--- src/rtl/id_ex_stage_reg_pkg.sv ---
// Shared core widths for the ID/EX stage, plus the destination-match helper
// used by the hazard logic.
package id_ex_stage_reg_pkg;

    localparam int WORD_WIDTH        = 32;
    localparam int REG_FILE_DEPTH    = 4;
    localparam int EXE_CMD_LEN       = 4;
    localparam int SHIFT_OPERAND_LEN = 12;
    localparam int SIGNED_IMM_LEN    = 24;
    localparam int STATUS_LEN        = 4;

    // True when a pending writer (valid, writing back) targets source index src.
    function automatic logic dest_match(
        input logic                      valid,
        input logic                      wb_en,
        input logic [REG_FILE_DEPTH-1:0] dest,
        input logic [REG_FILE_DEPTH-1:0] src
    );
        return valid & wb_en & (dest == src);
    endfunction

endpackage

--- src/rtl/id_ex_stage_reg_hazard_detect.sv ---
// Combinational RAW detector: compares ID sources against the EX instruction
// and the one-entry MEM shadow; flush suppresses the stall.
module hazard_detect
    import id_ex_stage_reg_pkg::*;
(
    input  logic                      id_valid,
    input  logic                      flush,
    input  logic [REG_FILE_DEPTH-1:0] src1,
    input  logic [REG_FILE_DEPTH-1:0] src2,
    input  logic                      two_src,
    input  logic                      ex_valid,
    input  logic                      ex_wb_en,
    input  logic [REG_FILE_DEPTH-1:0] ex_dest,
    input  logic                      mem_valid,
    input  logic                      mem_wb_en,
    input  logic [REG_FILE_DEPTH-1:0] mem_dest,
    output logic                      hazard
);

    logic match1_s;
    logic match2_s;

    // Source match against EX and MEM writers, gated by operand use and flush.
    always_comb begin
        match1_s = dest_match(ex_valid, ex_wb_en, ex_dest, src1)
                 | dest_match(mem_valid, mem_wb_en, mem_dest, src1);
        match2_s = dest_match(ex_valid, ex_wb_en, ex_dest, src2)
                 | dest_match(mem_valid, mem_wb_en, mem_dest, src2);
        if (id_valid && !flush) begin
            hazard = match1_s | (two_src & match2_s);
        end else begin
            hazard = 1'b0;
        end
    end

endmodule

--- src/rtl/id_ex_stage_reg.sv ---
// ID/EX pipeline register: captures operands and decoded controls, tracks the
// EX/MEM writers and stalls ID on a RAW hazard, inserting bubbles on stall or flush.
module id_ex_stage_reg #(
    parameter int WORD_WIDTH = id_ex_stage_reg_pkg::WORD_WIDTH,
    parameter int REG_ADDR_W = id_ex_stage_reg_pkg::REG_FILE_DEPTH,
    parameter int CMD_W      = id_ex_stage_reg_pkg::EXE_CMD_LEN
) (
    input  logic                  clk,
    input  logic                  rst,
    input  logic                  freeze,
    input  logic                  flush,
    input  logic                  id_valid,
    input  logic [WORD_WIDTH-1:0] id_pc,
    input  logic [WORD_WIDTH-1:0] reg1,
    input  logic [WORD_WIDTH-1:0] reg2,
    input  logic [REG_ADDR_W-1:0] src1,
    input  logic [REG_ADDR_W-1:0] src2,
    input  logic                  two_src,
    input  logic [REG_ADDR_W-1:0] id_dest,
    input  logic                  id_wb_en,
    input  logic                  id_mem_r_en,
    input  logic                  id_mem_w_en,
    input  logic                  id_b,
    input  logic                  id_s,
    input  logic                  id_imm,
    input  logic [CMD_W-1:0]      id_exe_cmd,
    input  logic [11:0]           id_shift_operand,
    input  logic [23:0]           id_signed_imm_24,
    input  logic [3:0]            id_status,
    output logic                  hazard,
    output logic                  ex_valid,
    output logic [WORD_WIDTH-1:0] ex_pc,
    output logic [WORD_WIDTH-1:0] ex_val_rn,
    output logic [WORD_WIDTH-1:0] ex_val_rm,
    output logic [REG_ADDR_W-1:0] ex_src1,
    output logic [REG_ADDR_W-1:0] ex_src2,
    output logic [REG_ADDR_W-1:0] ex_dest,
    output logic                  ex_wb_en,
    output logic                  ex_mem_r_en,
    output logic                  ex_mem_w_en,
    output logic                  ex_b,
    output logic                  ex_s,
    output logic                  ex_imm,
    output logic [CMD_W-1:0]      ex_exe_cmd,
    output logic [11:0]           ex_shift_operand,
    output logic [23:0]           ex_signed_imm_24,
    output logic [3:0]            ex_status
);

    logic                  ex_valid_r;
    logic [WORD_WIDTH-1:0] ex_pc_r;
    logic [WORD_WIDTH-1:0] ex_val_rn_r;
    logic [WORD_WIDTH-1:0] ex_val_rm_r;
    logic [REG_ADDR_W-1:0] ex_src1_r;
    logic [REG_ADDR_W-1:0] ex_src2_r;
    logic [REG_ADDR_W-1:0] ex_dest_r;
    logic                  ex_wb_en_r;
    logic                  ex_mem_r_en_r;
    logic                  ex_mem_w_en_r;
    logic                  ex_b_r;
    logic                  ex_s_r;
    logic                  ex_imm_r;
    logic [CMD_W-1:0]      ex_exe_cmd_r;
    logic [11:0]           ex_shift_operand_r;
    logic [23:0]           ex_signed_imm_24_r;
    logic [3:0]            ex_status_r;
    logic                  mem_valid_r;
    logic                  mem_wb_en_r;
    logic [REG_ADDR_W-1:0] mem_dest_r;
    logic                  hazard_s;
    logic                  bubble_s;

    hazard_detect u_hazard_detect (
        .id_valid  (id_valid),
        .flush     (flush),
        .src1      (src1),
        .src2      (src2),
        .two_src   (two_src),
        .ex_valid  (ex_valid_r),
        .ex_wb_en  (ex_wb_en_r),
        .ex_dest   (ex_dest_r),
        .mem_valid (mem_valid_r),
        .mem_wb_en (mem_wb_en_r),
        .mem_dest  (mem_dest_r),
        .hazard    (hazard_s)
    );

    assign bubble_s = flush | hazard_s | ~id_valid;

    // Stage register and MEM shadow; freeze holds everything, bubbles zero the payload.
    always_ff @(posedge clk) begin
        if (rst) begin
            mem_valid_r        <= 1'b0;
            mem_wb_en_r        <= 1'b0;
            mem_dest_r         <= '0;
            ex_valid_r         <= 1'b0;
            ex_pc_r            <= '0;
            ex_val_rn_r        <= '0;
            ex_val_rm_r        <= '0;
            ex_src1_r          <= '0;
            ex_src2_r          <= '0;
            ex_dest_r          <= '0;
            ex_wb_en_r         <= 1'b0;
            ex_mem_r_en_r      <= 1'b0;
            ex_mem_w_en_r      <= 1'b0;
            ex_b_r             <= 1'b0;
            ex_s_r             <= 1'b0;
            ex_imm_r           <= 1'b0;
            ex_exe_cmd_r       <= '0;
            ex_shift_operand_r <= 12'h000;
            ex_signed_imm_24_r <= 24'h000000;
            ex_status_r        <= 4'h0;
        end else if (!freeze) begin
            // The EX instruction always advances, even when a branch flushes ID.
            mem_valid_r <= ex_valid_r;
            mem_wb_en_r <= ex_wb_en_r;
            mem_dest_r  <= ex_dest_r;
            if (bubble_s) begin
                ex_valid_r         <= 1'b0;
                ex_pc_r            <= '0;
                ex_val_rn_r        <= '0;
                ex_val_rm_r        <= '0;
                ex_src1_r          <= '0;
                ex_src2_r          <= '0;
                ex_dest_r          <= '0;
                ex_wb_en_r         <= 1'b0;
                ex_mem_r_en_r      <= 1'b0;
                ex_mem_w_en_r      <= 1'b0;
                ex_b_r             <= 1'b0;
                ex_s_r             <= 1'b0;
                ex_imm_r           <= 1'b0;
                ex_exe_cmd_r       <= '0;
                ex_shift_operand_r <= 12'h000;
                ex_signed_imm_24_r <= 24'h000000;
                ex_status_r        <= 4'h0;
            end else begin
                ex_valid_r         <= 1'b1;
                ex_pc_r            <= id_pc;
                ex_val_rn_r        <= reg1;
                ex_val_rm_r        <= reg2;
                ex_src1_r          <= src1;
                ex_src2_r          <= src2;
                ex_dest_r          <= id_dest;
                ex_wb_en_r         <= id_wb_en;
                ex_mem_r_en_r      <= id_mem_r_en;
                ex_mem_w_en_r      <= id_mem_w_en;
                ex_b_r             <= id_b;
                ex_s_r             <= id_s;
                ex_imm_r           <= id_imm;
                ex_exe_cmd_r       <= id_exe_cmd;
                ex_shift_operand_r <= id_shift_operand;
                ex_signed_imm_24_r <= id_signed_imm_24;
                ex_status_r        <= id_status;
            end
        end
    end

    assign hazard           = hazard_s;
    assign ex_valid         = ex_valid_r;
    assign ex_pc            = ex_pc_r;
    assign ex_val_rn        = ex_val_rn_r;
    assign ex_val_rm        = ex_val_rm_r;
    assign ex_src1          = ex_src1_r;
    assign ex_src2          = ex_src2_r;
    assign ex_dest          = ex_dest_r;
    assign ex_wb_en         = ex_wb_en_r;
    assign ex_mem_r_en      = ex_mem_r_en_r;
    assign ex_mem_w_en      = ex_mem_w_en_r;
    assign ex_b             = ex_b_r;
    assign ex_s             = ex_s_r;
    assign ex_imm           = ex_imm_r;
    assign ex_exe_cmd       = ex_exe_cmd_r;
    assign ex_shift_operand = ex_shift_operand_r;
    assign ex_signed_imm_24 = ex_signed_imm_24_r;
    assign ex_status        = ex_status_r;

endmodule

--- config.mk ---
export PLATFORM = sky130hd
export DESIGN_NAME = id_ex_stage_reg
export DESIGN_NICKNAME = d
export VERILOG_FILES = /design/src/rtl/id_ex_stage_reg_pkg.sv /design/src/rtl/id_ex_stage_reg_hazard_detect.sv /design/src/rtl/id_ex_stage_reg.sv
export SDC_FILE = /design/constraint.sdc
export NUM_CORES = 1
export LEC_CHECK = 0
export ABC_AREA = 1
export BUFFER_PORTS_ARGS = -buffer_cell sky130_fd_sc_hd__buf_2
export CORE_MARGIN = 2
export CORE_UTILIZATION = 45
export DETAILED_ROUTE_END_ITERATION = 10
export GPL_TIMING_DRIVEN = 0
export MAX_ROUTING_LAYER = met4
export PLACE_DENSITY = 0.83
export SLEW_MARGIN = 40
export SYNTH_ARGS = -nofsm -noshare
export SYNTH_HDL_FRONTEND = slang
export SYNTH_SLANG_ARGS = --single-unit
--- constraint.sdc ---
create_clock -name clk -period 4.4 [get_ports clk]
set_clock_uncertainty 0.15 [all_clocks]
set_input_delay 0.44 -clock clk [delete_from_list [all_inputs] [get_ports clk]]
set_output_delay 0.44 -clock clk [all_outputs]
set_load 0.02 [all_outputs]
==> impl_metrics.json <==
{
  "outcome": "completed",
  "yosysSeqAreaShare_pct": 50.08,
  "avgSynthCellArea_um2": 8.005,
  "regArea_um2": 3303,
  "synth_area_um2": 6596,
  "power.total_mw": 3.357,
  "hp-class": "in -> reg",
  "power_leakage_nw": 4.011,
  "ir_drop_uv": 321.7,
  "worstMarginPinSlew_ns": 0.7506,
  "vias": 7434,
  "num_io_pins": 324,
  "pwr-share-clk_pct": 44.2,
  "cp_common_cell": "nand2_1",
  "grt_overflow_total": 0,
  "maxCapViolations": 0,
  "grt_pass1_vias": 6719,
  "die-area_um2": 15640,
  "path_clk_slew_ns": 0.06,
  "cts.htree.levels": 4,
  "r2r_cells": 10,
  "root_buffer": "clkbuf_16",
  "dr.pass1.iters": 6,
  "synth.distinct_cells": 19,
  "layout.nets": 1328,
  "crit_chain": "inv_2 -> nand2_1 -> nand2_1 -> nor2_1 -> nand3_1 -> nand2_1 -> inv_2 -> buf_6 -> buf_4 -> a211oi_2 -> buf_2",
  "tns_ns": 0,
  "critPathLaunchType": "flip-flop",
  "die_y_um": 125.1,
  "dp_hpwl_um": 16530,
  "crit_required_ns": 3.81,
  "intPower_mw": 2.534,
  "die_w_um": 125.1,
  "nFillCells": 1290,
  "rsz0062_at_grt": "no",
  "min_path_cells": 3,
  "end_kind": "output port",
  "start_util_pct": 45.73,
  "cts_hold_buf": 0,
  "area_delta_synth_final_pct": 36.82,
  "io_buffers": 321,
  "p_sw_share_pct": 24.51,
  "cp_slowest_stage_delay_ns": 0.47,
  "grt_pass1_wl_um": 34570,
  "post-cts-setup-buffer-count": 0,
  "vias_per_cell": 5.466,
  "period_minus_slack_ns": 2.783,
  "powerDensity_nw_per_um2": 371.9,
  "drive_gt1_share_pct": 34.55,
  "p_sw_mw": 0.8227,
  "arrival_ns": 2.19,
  "ys_top_cells_by_area": "dfxtp_1, nand4_1, a21oi_1",
  "antenna_left": 0,
  "syn_nets": 988,
  "crit_buf_inv": 5,
  "synth_commonest_cells": "nand2_1, dfxtp_1, a21oi_1, nand4_1, clkbuf_1",
  "cts_sinks": 165,
  "synth_top_area_share_pct": 50.08,
  "synthFlopType": "dfxtp_1",
  "clk_latency_ns": 0.42,
  "path_delay_family": "buffers and inverters",
  "slew_headroom_pct": 49.96,
  "cts_tree": "built",
  "maxSlewViolCount": 0,
  "crit_fanout": 10,
  "post_cts_resize_count": 0,
  "grt_usage_pct": 28.26,
  "crit_cells": 11,
  "place_area_um2": 8433,
  "syn_inst": 824,
  "rows": 44,
  "routedWlPerCell_um": 16.61,
  "wirelength_um": 22590,
  "p_seq_share_pct": 46.3,
  "yosys.area.top_type": "dfxtp_1",
  "grt_max_degree": 17,
  "synth.most_common_cell": "nand2_1",
  "core-area_um2": 14420,
  "async_flop_share_pct": 0,
  "hold_viol": 0,
  "fmax_mhz": 359.3,
  "drc": 0,
  "cp_slowest_cell": "dfxtp_1",
  "final_area_um2": 9025,
  "initialDrtViolationCount": 584,
  "setup_violations": 0,
  "synth_edf_count": 0,
  "cts_buffers": 17,
  "ys_ff_latch": 165,
  "place.gp.congestion": 0.8977,
  "period_share_pct": 63.25,
  "worstSetupPathType": "reg -> out",
  "antenna_found_initial": 1,
  "clockBufferDepth": 2,
  "multi_input_area_um2": 2726,
  "yosysWarnings": 0,
  "power_frac_comb_pct": 9.5
}
[logic make-up after synthesis]
group / count (synthesis) / share of synthesized area (%)
flip-flops: 165 / 50.08
XOR/XNOR: 3 / 0.3984
AO/OA/AOI/OAI: 167 / 12.94
AND/OR/NAND/NOR: 381 / 28.00
buffers and inverters: 108 / 8.593
[worst reg2reg max path: stages, from the launching register on]
cell	delay (ns)
dfxtp_1	0.47
nand2_1	0.10
nand2_1	0.08
nor2_1	0.04
nand3_1	0.07
nand2_1	0.08
inv_2	0.15
buf_6	0.19
buf_4	0.19
nand4_1	0.11
a21oi_1	0.18
[layout by cell type (no fill, tap or decap)]
master        n
diode_2       1
clkinv_4      2
clkinv_2      1
nand2_1     201
inv_2         3
nand2_2       1
a21oi_1     161
a211oi_2      1
clkbuf_8      3
buf_2       348
bufinv_16     2
inv_6         2
clkbuf_16    17
dfxtp_1     165
buf_6        12
nor3_4        1
clkbuf_1     37
o21ai_1       1
buf_1         2
nor2_1       15
buf_4        10
nand4_1     158
nand3_1       5
clkinvlp_4    3
inv_1        17
xnor2_1       3
a211oi_1      4
[per-stage QoR]
stage	worst slack (ns)	hold slack, ns	utilization [%]	cells
global placement	1.972	0.2898	58.47	1329
finish	1.617	0.1377	62.57	1360
detailed placement	1.935	0.2980	58.47	1329
CTS	1.613	0.1238	62.55	1359
global route	1.430	0.1283	62.57	1360
floorplan	2.196	0.2954	-	824
[final timing paths]
path         slack [ns]             endpoint     startpoint
max reg2reg        2.50  ex_signed_imm_24[6]     ex_dest[0]
max                1.62               hazard     ex_dest[0]
min reg2reg        0.31        ex_val_rn[25]  ex_val_rn[25]
min                0.14         ex_status[0]   id_status[0]
[sequential cells by signal, indices dropped and copies added (netlist names), 4 cells and up]
signal / flops
ex_signed_imm_24: 24
ex_src2: 4
ex_status: 4
ex_exe_cmd: 4
ex_src1: 4
mem_dest_r: 4
ex_pc: 32
ex_val_rm: 32
ex_shift_operand: 12
ex_val_rn: 32
ex_dest: 4
[power by group through the flow]
stage                     sequential, mW  combinational [mW]  clock, mW
after floorplan                     1.63               0.119          0
after CTS                           1.55               0.319       1.50
after global routing                1.56               0.346       1.57
final                               1.55               0.320       1.48
after detailed placement            1.58               0.317          0
after global placement              1.58               0.315          0
[area by class of cell]
| type | instances | share of cell area, % |
|---|---|---|
| sequential | 165 | 36.60 |
| multi-input combinational | 551 | 30.21 |
| clock inverter | 10 | 1.359 |
| timing repair buffer | 321 | 17.80 |
| buffer | 88 | 5.448 |
| clock buffer | 20 | 5.171 |
| antenna | 1 | 0.02773 |
| inverter | 20 | 0.8318 |
| tap | 184 | 2.551 |
[layer usage]
metal	up-vias	global-route usage [%]	share of wire, %
met2	363	46.58	49
met4	0	9.673	2.4
met5	-	-	0
met3	37	7.274	8.5
met1	3456	33.69	40
li1	3578	-	-
Note: power is estimated with default switching activity, not from simulation.
